`config.mk`:
```
export PLATFORM = sky130hd
export DESIGN_NAME = seg_text_ctrl
export DESIGN_NICKNAME = d
export VERILOG_FILES = /design/src/rtl/seg_pkg.sv /design/src/rtl/seg_font.sv /design/src/rtl/seg_text_ctrl.sv
export SDC_FILE = /design/constraint.sdc
export NUM_CORES = 1
export LEC_CHECK = 0
export CORE_ASPECT_RATIO = 0.6
export CORE_MARGIN = 10
export CORE_UTILIZATION = 60
export DETAILED_ROUTE_END_ITERATION = 8
export GPL_TIMING_DRIVEN = 0
export MAX_ROUTING_LAYER = met4
export PLACE_DENSITY = 0.86
export REMOVE_ABC_BUFFERS = 1
export SKIP_LAST_GASP = 1
export SLEW_MARGIN = 20
export SYNTH_ARGS = -nofsm -noshare
export SYNTH_HDL_FRONTEND = slang
export SYNTH_HIERARCHICAL = 1
export SYNTH_SLANG_ARGS = --single-unit
```
`constraint.sdc`:
```
create_clock -name clk -period 16.1 [get_ports clk]
set_clock_uncertainty 0.1 [all_clocks]
set_input_delay 1.61 -clock clk [delete_from_list [all_inputs] [get_ports clk]]
set_output_delay 1.61 -clock clk [all_outputs]
set_load 0.005 [all_outputs]
```
`src/rtl/seg_pkg.sv`:
```
// Shared constants, types and font table for the seven-segment text controller.
package seg_pkg;

    localparam int CHAR_W = 6;

    localparam logic [CHAR_W-1:0] CH_BLANK = 6'h3F;

    localparam logic [CHAR_W-1:0] CH_0 = 6'd0,  CH_1 = 6'd1,  CH_2 = 6'd2,  CH_3 = 6'd3;
    localparam logic [CHAR_W-1:0] CH_4 = 6'd4,  CH_5 = 6'd5,  CH_6 = 6'd6,  CH_7 = 6'd7;
    localparam logic [CHAR_W-1:0] CH_8 = 6'd8,  CH_9 = 6'd9;
    localparam logic [CHAR_W-1:0] CH_A = 6'd10, CH_B = 6'd11, CH_C = 6'd12, CH_D = 6'd13;
    localparam logic [CHAR_W-1:0] CH_E = 6'd14, CH_F = 6'd15, CH_G = 6'd16, CH_H = 6'd17;
    localparam logic [CHAR_W-1:0] CH_I = 6'd18, CH_J = 6'd19, CH_K = 6'd20, CH_L = 6'd21;
    localparam logic [CHAR_W-1:0] CH_M = 6'd22, CH_N = 6'd23, CH_O = 6'd24, CH_P = 6'd25;
    localparam logic [CHAR_W-1:0] CH_Q = 6'd26, CH_R = 6'd27, CH_S = 6'd28, CH_T = 6'd29;
    localparam logic [CHAR_W-1:0] CH_U = 6'd30, CH_V = 6'd31, CH_W = 6'd32, CH_X = 6'd33;
    localparam logic [CHAR_W-1:0] CH_Y = 6'd34, CH_Z = 6'd35;

    // Bit positions inside a segment byte (1 = lit).
    localparam int SEG_A  = 7;
    localparam int SEG_B  = 6;
    localparam int SEG_C  = 5;
    localparam int SEG_D  = 4;
    localparam int SEG_E  = 3;
    localparam int SEG_F  = 2;
    localparam int SEG_G  = 1;
    localparam int SEG_DP = 0;

    typedef enum logic {
        IDLE = 1'b0,
        HOLD = 1'b1
    } state_t;

    // Letters that have no clean seven-segment form use the usual
    // lowercase or approximate shapes; unassigned codes render blank.
    localparam logic [7:0] FONT_TABLE [64] = '{
        0:  8'hFC, 1:  8'h60, 2:  8'hDA, 3:  8'hF2, 4:  8'h66,
        5:  8'hB6, 6:  8'hBE, 7:  8'hE0, 8:  8'hFE, 9:  8'hF6,
        10: 8'hEE, 11: 8'h3E, 12: 8'h9C, 13: 8'h7A, 14: 8'h9E,
        15: 8'h8E, 16: 8'hBC, 17: 8'h6E, 18: 8'h0C, 19: 8'h78,
        20: 8'h4E, 21: 8'h1C, 22: 8'hA8, 23: 8'h2A, 24: 8'hFC,
        25: 8'hCE, 26: 8'hE6, 27: 8'h0A, 28: 8'hB6, 29: 8'h1E,
        30: 8'h7C, 31: 8'h38, 32: 8'h54, 33: 8'h6E, 34: 8'h76,
        35: 8'hDA,
        default: 8'h00
    };

endpackage

```
`src/rtl/seg_font.sv`:
```
// Combinational character-code to segment-byte lookup for one digit.
module seg_font
    import seg_pkg::*;
(
    input  logic [CHAR_W-1:0] code,
    output logic [7:0]        seg
);

    // Table lookup with the decimal point forced dark.
    always_comb begin
        seg         = FONT_TABLE[code];
        seg[SEG_DP] = 1'b0;
    end

endmodule

```
`src/rtl/seg_text_ctrl.sv`:
```
// Text buffer, requester arbitration and registered segment encoding for the
// 8-digit seven-segment scanner.
module seg_text_ctrl
    import seg_pkg::*;
#(
    parameter int DIGITS      = 8,
    parameter int CHAR_W      = 6,
    parameter int HOLD_CYCLES = 50_000_000
) (
    input  logic                     clk,
    input  logic                     rst,
    input  logic                     clr,
    input  logic                     dec_valid,
    input  logic                     dec_del,
    input  logic [CHAR_W-1:0]        dec_char,
    output logic                     dec_ready,
    input  logic                     msg_valid,
    input  logic [DIGITS*CHAR_W-1:0] msg_data,
    output logic                     msg_ready,
    output logic [DIGITS*8-1:0]      seg_data,
    output logic [3:0]               len,
    output logic                     hold
);

    localparam int                CNT_W    = (HOLD_CYCLES > 1) ? $clog2(HOLD_CYCLES) : 1;
    localparam logic [CNT_W-1:0]  CNT_LOAD = CNT_W'(HOLD_CYCLES - 1);
    localparam logic [CHAR_W-1:0] BLANK    = CHAR_W'(CH_BLANK);
    localparam logic [3:0]        LEN_MAX  = 4'(DIGITS);

    state_t              state;
    state_t              state_next;
    logic [CHAR_W-1:0]   disp   [DIGITS];
    logic [CHAR_W-1:0]   shadow [DIGITS];
    logic [CNT_W-1:0]    cnt;
    logic                cnt_zero;
    logic                msg_pri;
    logic                dec_fire;
    logic                msg_fire;
    logic [DIGITS*8-1:0] seg_comb;
    logic [DIGITS*8-1:0] seg_p1;

    assign cnt_zero = (cnt == '0);
    assign dec_fire = dec_valid && dec_ready;
    assign msg_fire = msg_valid && msg_ready;
    assign hold     = (state == HOLD);

    // FSM state register.
    always_ff @(posedge clk) begin
        if (rst) begin
            state <= IDLE;
        end else begin
            state <= state_next;
        end
    end

    // FSM next state: clr always returns to IDLE; a message accepted on the
    // final hold cycle wins over the restore.
    always_comb begin
        state_next = state;
        if (clr) begin
            state_next = IDLE;
        end else begin
            case (state)
                IDLE: if (msg_fire) state_next = HOLD;
                HOLD: begin
                    if (msg_fire) begin
                        state_next = HOLD;
                    end else if (cnt_zero) begin
                        state_next = IDLE;
                    end
                end
                default: state_next = IDLE;
            endcase
        end
    end

    // FSM outputs: ready signals from state, clr and round-robin priority.
    always_comb begin
        dec_ready = 1'b0;
        msg_ready = 1'b0;
        if (!rst && !clr) begin
            case (state)
                IDLE: begin
                    dec_ready = !(msg_valid && msg_pri);
                    msg_ready = !(dec_valid && !msg_pri);
                end
                HOLD: msg_ready = 1'b1;
                default: begin
                    dec_ready = 1'b0;
                    msg_ready = 1'b0;
                end
            endcase
        end
    end

    // Round-robin priority: the requester just granted in IDLE drops to low.
    always_ff @(posedge clk) begin
        if (rst) begin
            msg_pri <= 1'b0;
        end else if (state == IDLE) begin
            if (dec_fire) begin
                msg_pri <= 1'b1;
            end else if (msg_fire) begin
                msg_pri <= 1'b0;
            end
        end
    end

    // Overlay countdown: loaded on every accepted message, counts in HOLD.
    always_ff @(posedge clk) begin
        if (rst || clr) begin
            cnt <= '0;
        end else if (msg_fire) begin
            cnt <= CNT_LOAD;
        end else if ((state == HOLD) && !cnt_zero) begin
            cnt <= cnt - 1'b1;
        end
    end

    // Character buffer, saved decoder text and length; one operation per cycle.
    always_ff @(posedge clk) begin
        if (rst || clr) begin
            for (int i = 0; i < DIGITS; i++) begin
                disp[i]   <= BLANK;
                shadow[i] <= BLANK;
            end
            len <= 4'd0;
        end else if (msg_fire) begin
            for (int i = 0; i < DIGITS; i++) begin
                if (state == IDLE) begin
                    shadow[i] <= disp[i];
                end
                disp[i] <= msg_data[i*CHAR_W +: CHAR_W];
            end
        end else if ((state == HOLD) && cnt_zero) begin
            for (int i = 0; i < DIGITS; i++) begin
                disp[i] <= shadow[i];
            end
        end else if (dec_fire) begin
            if (!dec_del) begin
                disp[0] <= dec_char;
                for (int i = 1; i < DIGITS; i++) begin
                    disp[i] <= disp[i-1];
                end
                if (len != LEN_MAX) begin
                    len <= len + 1'b1;
                end
            end else if (len != 4'd0) begin
                for (int i = 0; i < DIGITS - 1; i++) begin
                    disp[i] <= disp[i+1];
                end
                disp[DIGITS-1] <= BLANK;
                len            <= len - 1'b1;
            end
        end
    end

    for (genvar g = 0; g < DIGITS; g++) begin : g_font
        seg_font u_font (
            .code (disp[g]),
            .seg  (seg_comb[g*8 +: 8])
        );
    end

    // Encode stage: segment patterns registered one cycle behind the buffer.
    always_ff @(posedge clk) begin
        if (rst) begin
            seg_p1 <= '0;
        end else begin
            seg_p1 <= seg_comb;
        end
    end

    assign seg_data = seg_p1;

endmodule

```
# ---- Word-level counts from Yosys, hierarchy flattened
# Memories as Yosys holds them, arrays and structs flattened. A register that Yosys moved wholly into a read port is not among the register bits.
# Index checks and enable logic that the tools add are counted.
dict set report totals {
  out_inout_bits 71
  rom_bits 4096
  mem_count 10
  ff_bits 40
  input_bits 60
  ram_bits 96
}
dict set report op_classes {
  n_eq_ne 2
  addsub 3
  n_reduce_logical 23
  n_bitwise 51
  muxes 80
}
# memory depth width read_ports rd_clocked_by_memory_dff write_ports line_no
set mem_list {}
lappend mem_list {{(no name shown)} 64 8 1 1 0 seg_font.sv:11} ;# seg = FONT_TABLE[code];
lappend mem_list {{(no name shown)} 64 8 1 1 0 seg_font.sv:11}
lappend mem_list {{(no name shown)} 64 8 1 1 0 seg_font.sv:11}
lappend mem_list {{(no name shown)} 64 8 1 1 0 seg_font.sv:11}
lappend mem_list {{(no name shown)} 64 8 1 1 0 seg_font.sv:11}
lappend mem_list {{(no name shown)} 64 8 1 1 0 seg_font.sv:11}
lappend mem_list {{4 more memories} n/a n/a n/a n/a n/a n/a}
# operator n
set op_table {}
lappend op_table {{$mux 6} 40}
lappend op_table {{$not 6->7} 8}
lappend op_table {{$mux 26} 2}
lappend op_table {{$or 1x1->1} 40}
lappend op_table {{$mux 1} 33}
lappend op_table {{$logic_not 26->1} 1}
lappend op_table {{$sub 26x1->26 const B} 1}
lappend op_table {{$mux 4} 3}
lappend op_table {{$logic_and 1x1->1} 7}
lappend op_table {{$logic_not 1->1} 6}
lappend op_table {{$reduce_bool 2->1} 3}
lappend op_table {{$reduce_and 5->1} 1}
lappend op_table {{$add 4x1->4 const B} 1}
lappend op_table {{$ne 4x4->1 const B} 1}
lappend op_table {{$pmux 1 s2} 2}
lappend op_table {{$reduce_bool 4->1} 1}
lappend op_table {{$reduce_or 2->1} 2}
lappend op_table {{$sub 4x1->4 const B} 1}
lappend op_table {{$not 1->1} 3}
lappend op_table {{$ne 2x1->1 const B} 1}
lappend op_table {{$reduce_and 2->1} 1}
lappend op_table {{$logic_or 1x1->1} 1}

# ---- Depth between registers and ports, before layout
dict set report logic_depth {
  word_depth 13
  ltp_mapped 10
  depth_no_buf 7
}

# ---- Hierarchy
# Netlist, hierarchy kept.
# module cells_each instances area_each_um2
set modules_own_cells {}
lappend modules_own_cells {seg_text_ctrl 728 1 8155.3}
lappend modules_own_cells {{seg_font at g_font[4].u_font ...} 83 3 596.8}
lappend modules_own_cells {{seg_font at g_font[1].u_font ...} 86 2 579.3}
lappend modules_own_cells {{seg_font at g_font[3].u_font} 88 1 604.3}
lappend modules_own_cells {{seg_font at g_font[0].u_font} 90 1 593.1}
lappend modules_own_cells {{seg_font at g_font[7].u_font} 85 1 583.1}

# ---- Worst setup path before layout
# No wires, ideal clock.
dict set report synth_path {
  path_type {input-to-reg}
  startpoint {in clr}
  endpoint {mem shadow[0][0] (enable)}
  path_stages 5
  required_ps 15480
  setup_slack_ps 9649
  setup_ps 520
  t_arrival_ps 5831
  n_path_buf 2
  cell_sequence {nor2_1 -> nand3_1 -> clkbuf_1 -> clkbuf_1 -> o21ai_0}
}
# item line_no
set synth_rtl {}
lappend synth_rtl {{start: declaration} seg_text_ctrl.sv:12} ;# input logic clr,
lappend synth_rtl {{end: declaration} seg_text_ctrl.sv:33} ;# logic [CHAR_W-1:0] shadow [DIGITS];

# ---- Worst setup path in the final report
dict set report layout_path {
  startpoint {in clr}
  endpoint {out dec_ready}
}
dict set report layout_via {
  elab_chain_len 3
}
# item line_no
set layout_rtl {}
lappend layout_rtl {{$logic_not 1->1} seg_text_ctrl.sv:81} ;# if (!rst && !clr) begin
lappend layout_rtl {{$logic_and 1x1->1} seg_text_ctrl.sv:81}
lappend layout_rtl {{$mux 1} seg_text_ctrl.sv:81}
lappend layout_rtl {{end: declaration} seg_text_ctrl.sv:16} ;# output logic dec_ready,
# Every way passes these cells.

==> impl_metrics.csv <==
group,metric,value,unit
status,status,"completed",
floorplan,die_w,209,µm
worst_setup_path,cp_num_buf_inv,2,
worst_setup_path,path_max_fanout,15,
drt,first_iter_violations,1493,
yosys,synth_largest_area_cell,"edfxtp_1",
yosys,syn_area,0.0129,mm²
placed_design,hpwlAfterDp,24.2,mm
timing,max_freq,184,MHz
floorplan,dieArea,0.0279,mm²
drt,vias,11600,
drt,routed_via_density,6.63,
timing,rsz0062_at_grt,"no",
timing,report.final.setup_viol,0,
worst_setup_path,criticalPathCategory,"in2out",
power_and_ir_drop,p_sw,305,µW
drt,first_pass_iters,5,
final_layout,syn2layout_area_growth,13.5,%
worst_setup_path,required,14.39,ns
power_and_ir_drop,ir_worst_vdd,0.0796,mV
yosys,synth_top_area_share,22.4,%
yosys,synth_edf_count,96,
power_and_ir_drop,swShare,27.6,%
floorplan,std_cell_rows,41,
worst_setup_path,crit_chain,"clkdlybuf4s50_1 -> a211oi_1 -> nor2b_1 -> clkdlybuf4s50_1",
timing,min_period,5.43,ns
yosys,async_flop_share,0,%
clock_network,clkLatencyLatePin,0.45,ns
floorplan,start_util,61.1,%
clock_network,cts_made_buffers,17,
final_layout,final_util,69.4,%
yosys,yosysSeqAreaShare,37.3,%
timing,post-route-period-util,33.7,%
clock_network,cts_setup_buffers,0,
clock_network,ctsHoldBuffers,0,
clock_network,cts.reportedPaths.clkPinSlew,0.08,ns
placed_design,gp_congestion,0.930,
power_and_ir_drop,leakagePower,5.19,nW
yosys,ys.flop_type,"edfxtp_1",
global_route,grt_pass1_vias,10600,
clock_network,cts_sinks,192,
yosys,yosysWarningCount,6,
yosys,synth_area_leaders,"edfxtp_1 (22%), dfxtp_1 (15%), ha_1 (5.8%), nor2b_1 (4.4%), or3_1 (3.5%)",
worst_setup_path,cp_slowest_cell,"clkdlybuf4s50_1",
yosys,synth_cell_type_count,93,
min_path,min_path_type,"reg2reg",
timing,finalHoldViolCount,0,
timing,finalSetupTns,0,ns
clock_network,cts_resized,0,
timing,final-max-slew-violation-count,0,
placed_design,io_buffers,130,
global_route,grt_first_pass_wirelength,57.3,mm
global_route,antenna_found_initial,1,
floorplan,die_h,134,µm
floorplan,ios,131,
drt,routed_wl,36.0,mm
clock_network,clockBufferDepth,2,
timing,slew_headroom,29.9,%
power_and_ir_drop,clockPowerShare,38.9,%
run,cap_violations,0,
power_and_ir_drop,cellPowerDensity,75.6,mW/mm²
worst_setup_path,startpoint_type,"primary input",
power_and_ir_drop,comb_power_share,11.7,%
timing,worstMarginPinSlew,1.05,ns
drt,remaining_drc_errors,0,
worst_setup_path,slowest_delay,0.69,ns
clock_network,root_buffer,"clkbuf_16",
worst_setup_path,worstPathArrival,3.72,ns
global_route,grtUsageTotal,25.3,%
final_layout,nets,1572,
global_route,grt-ovfl-total,0,
drt,wl_per_cell,20.6,µm
worst_setup_path,setup.worst_path.end_class,"primary output",
yosys,syn_avg_cell_area,9.13,µm²
clock_network,htree_levels,4,
final_layout,drive_gt1_share,7.51,%
worst_setup_path,crit_top_cell,"clkdlybuf4s50_1",
drt,postRouteAntennaNets,0,
floorplan,core_area,0.0211,mm²
yosys,syn_inst,1412,
power_and_ir_drop,internal_power,801,µW
global_route,grt_max_degree,76,
yosys,synth-seq-cells,192,
power_and_ir_drop,seq_power_share,49.4,%
worst_setup_path,crit_family,"buffers and inverters",
clock_network,tritoncts,"done",
-- sequential cells by signal (all words and copies together) (netlist names) --
name,count
cnt,26
disp,48
hold,1
len,4
msg_pri,1
seg_data,64
shadow,48
-- final cells by class --
class	instances	area [µm²]
Inverter	46	173
Timing Repair Buffer	139	1480
Sequential cell	192	4810
Multi-Input combinational cell	1055	7240
Clock buffer	17	425
Clock inverter	15	154
Tap cell	279	349
Antenna cell	1	2.50
Fill cell	1622	6450
-- worst min-delay path: cells and delay by family (launching register included) --
kind	cells	cell delay (ns)
flip-flops	1	0.33
AND/OR/NAND/NOR	1	0.06
multiplexers	1	0.05
-- power groups by stage --
| stage | sequential, mW | combinational (mW) | clock (mW) |
|---|---|---|---|
| 4_1_cts | 0.545 | 0.127 | 0.434 |
| 5_1_grt | 0.548 | 0.140 | 0.454 |
| 6_report | 0.546 | 0.129 | 0.430 |
| 3_5_place_dp | 0.556 | 0.126 | 0 |
| 2_1_floorplan | 0.550 | 0.0734 | 0 |
| 3_3_place_gp | 0.557 | 0.119 | 0 |
-- stage by stage --
step	setup slack, ns	hold WS [ns]	std cells	total power [mW]	area (µm²)
floorplan	8.25	0.343	1293	0.623	12200
global placement	2.27	0.356	1702	0.676	13800
detailed placement	10.59	0.376	1711	0.682	14000
CTS	10.72	0.389	1743	1.11	14600
global route	10.53	0.427	1744	1.14	14600
finish	10.67	0.388	1744	1.11	14600
-- final timing paths --
path	from	endpoint	slack (ns)	cells past startpoint
min	cnt[16]$_SDFFE_PP0P_	cnt[16]$_SDFFE_PP0P_	0.39	2
min reg2reg	cnt[16]$_SDFFE_PP0P_	cnt[16]$_SDFFE_PP0P_	0.39	2
max reg2reg	hold$_SDFF_PP0_	disp[0][13]$_DFFE_PP_	12.33	5
max	clr	dec_ready	10.67	4
-- layout by cell type (no fill, tap or decap), types with 14 or more instances in the layout --
master           Yosys  final
a21oi_1             82     81
nand2_1             98     98
o31ai_1             19     19
dfxtp_1             96     95
nor2b_1             91     91
clkdlybuf4s50_1      0    129
nand2b_1            41     41
o32ai_1             14     14
or4_1               14     14
or3_1               72     72
clkbuf_16            0     17
nand3_1             18     16
o22ai_1             60     60
o21ai_0             43     41
inv_1               41     41
a211oi_1            36     36
ha_1                60     60
a31oi_1             17     17
edfxtp_1            96     96
a21o_1              16     16
mux2i_1             21     21
nor3_1              38     38
nor2_1              84     83
-- cells by family after synthesis --
group | after synthesis | synth area share, %
muxes | 40 | 3.82
buffers and inverters | 165 | 6.81
adders and majority gates | 61 | 5.98
AOI/OAI and AO/OA | 414 | 22.7
DFF | 192 | 37.3
xor gates and xnor gates | 8 | 0.544
and+or+nand+nor | 524 | 22.6
other | 8 | 0.233
-- per-layer routing --
layer | share of wire [%] | up-vias | track usage, %
li1 | - | 5360 | -
met1 | 44 | 5488 | 35.4
met2 | 44 | 685 | 36.4
met3 | 11 | 38 | 5.65
met4 | 1.1 | 0 | 6.09
met5 | 0 | - | -
-- Yosys cell counts, types with 6 or more instances --
library cell	number
mux2i_1	21
mux2_2	12
buf_6	18
o211ai_1	12
nand3_1	18
o221ai_1	10
xnor2_1	6
a211oi_2	11
o21ai_1	7
mux4_2	6
a21oi_1	82
or3_1	72
or4_1	14
o32ai_1	14
nand2b_1	41
o22ai_1	60
and3_1	6
a311oi_1	12
edfxtp_1	96
dfxtp_1	96
o31ai_1	19
buf_4	12
a31oi_1	17
nor3_1	38
a21o_1	16
ha_1	60
clkbuf_1	37
nand2_1	98
nor2_1	84
inv_1	41
buf_2	49
nor3b_1	13
nor2b_1	91
a211oi_1	36
o21ai_0	43
nand4_1	7
conb_1	8
o32a_1	9
a22o_1	8
a2bb2oi_1	12
(Power assumes the default switching activity.)
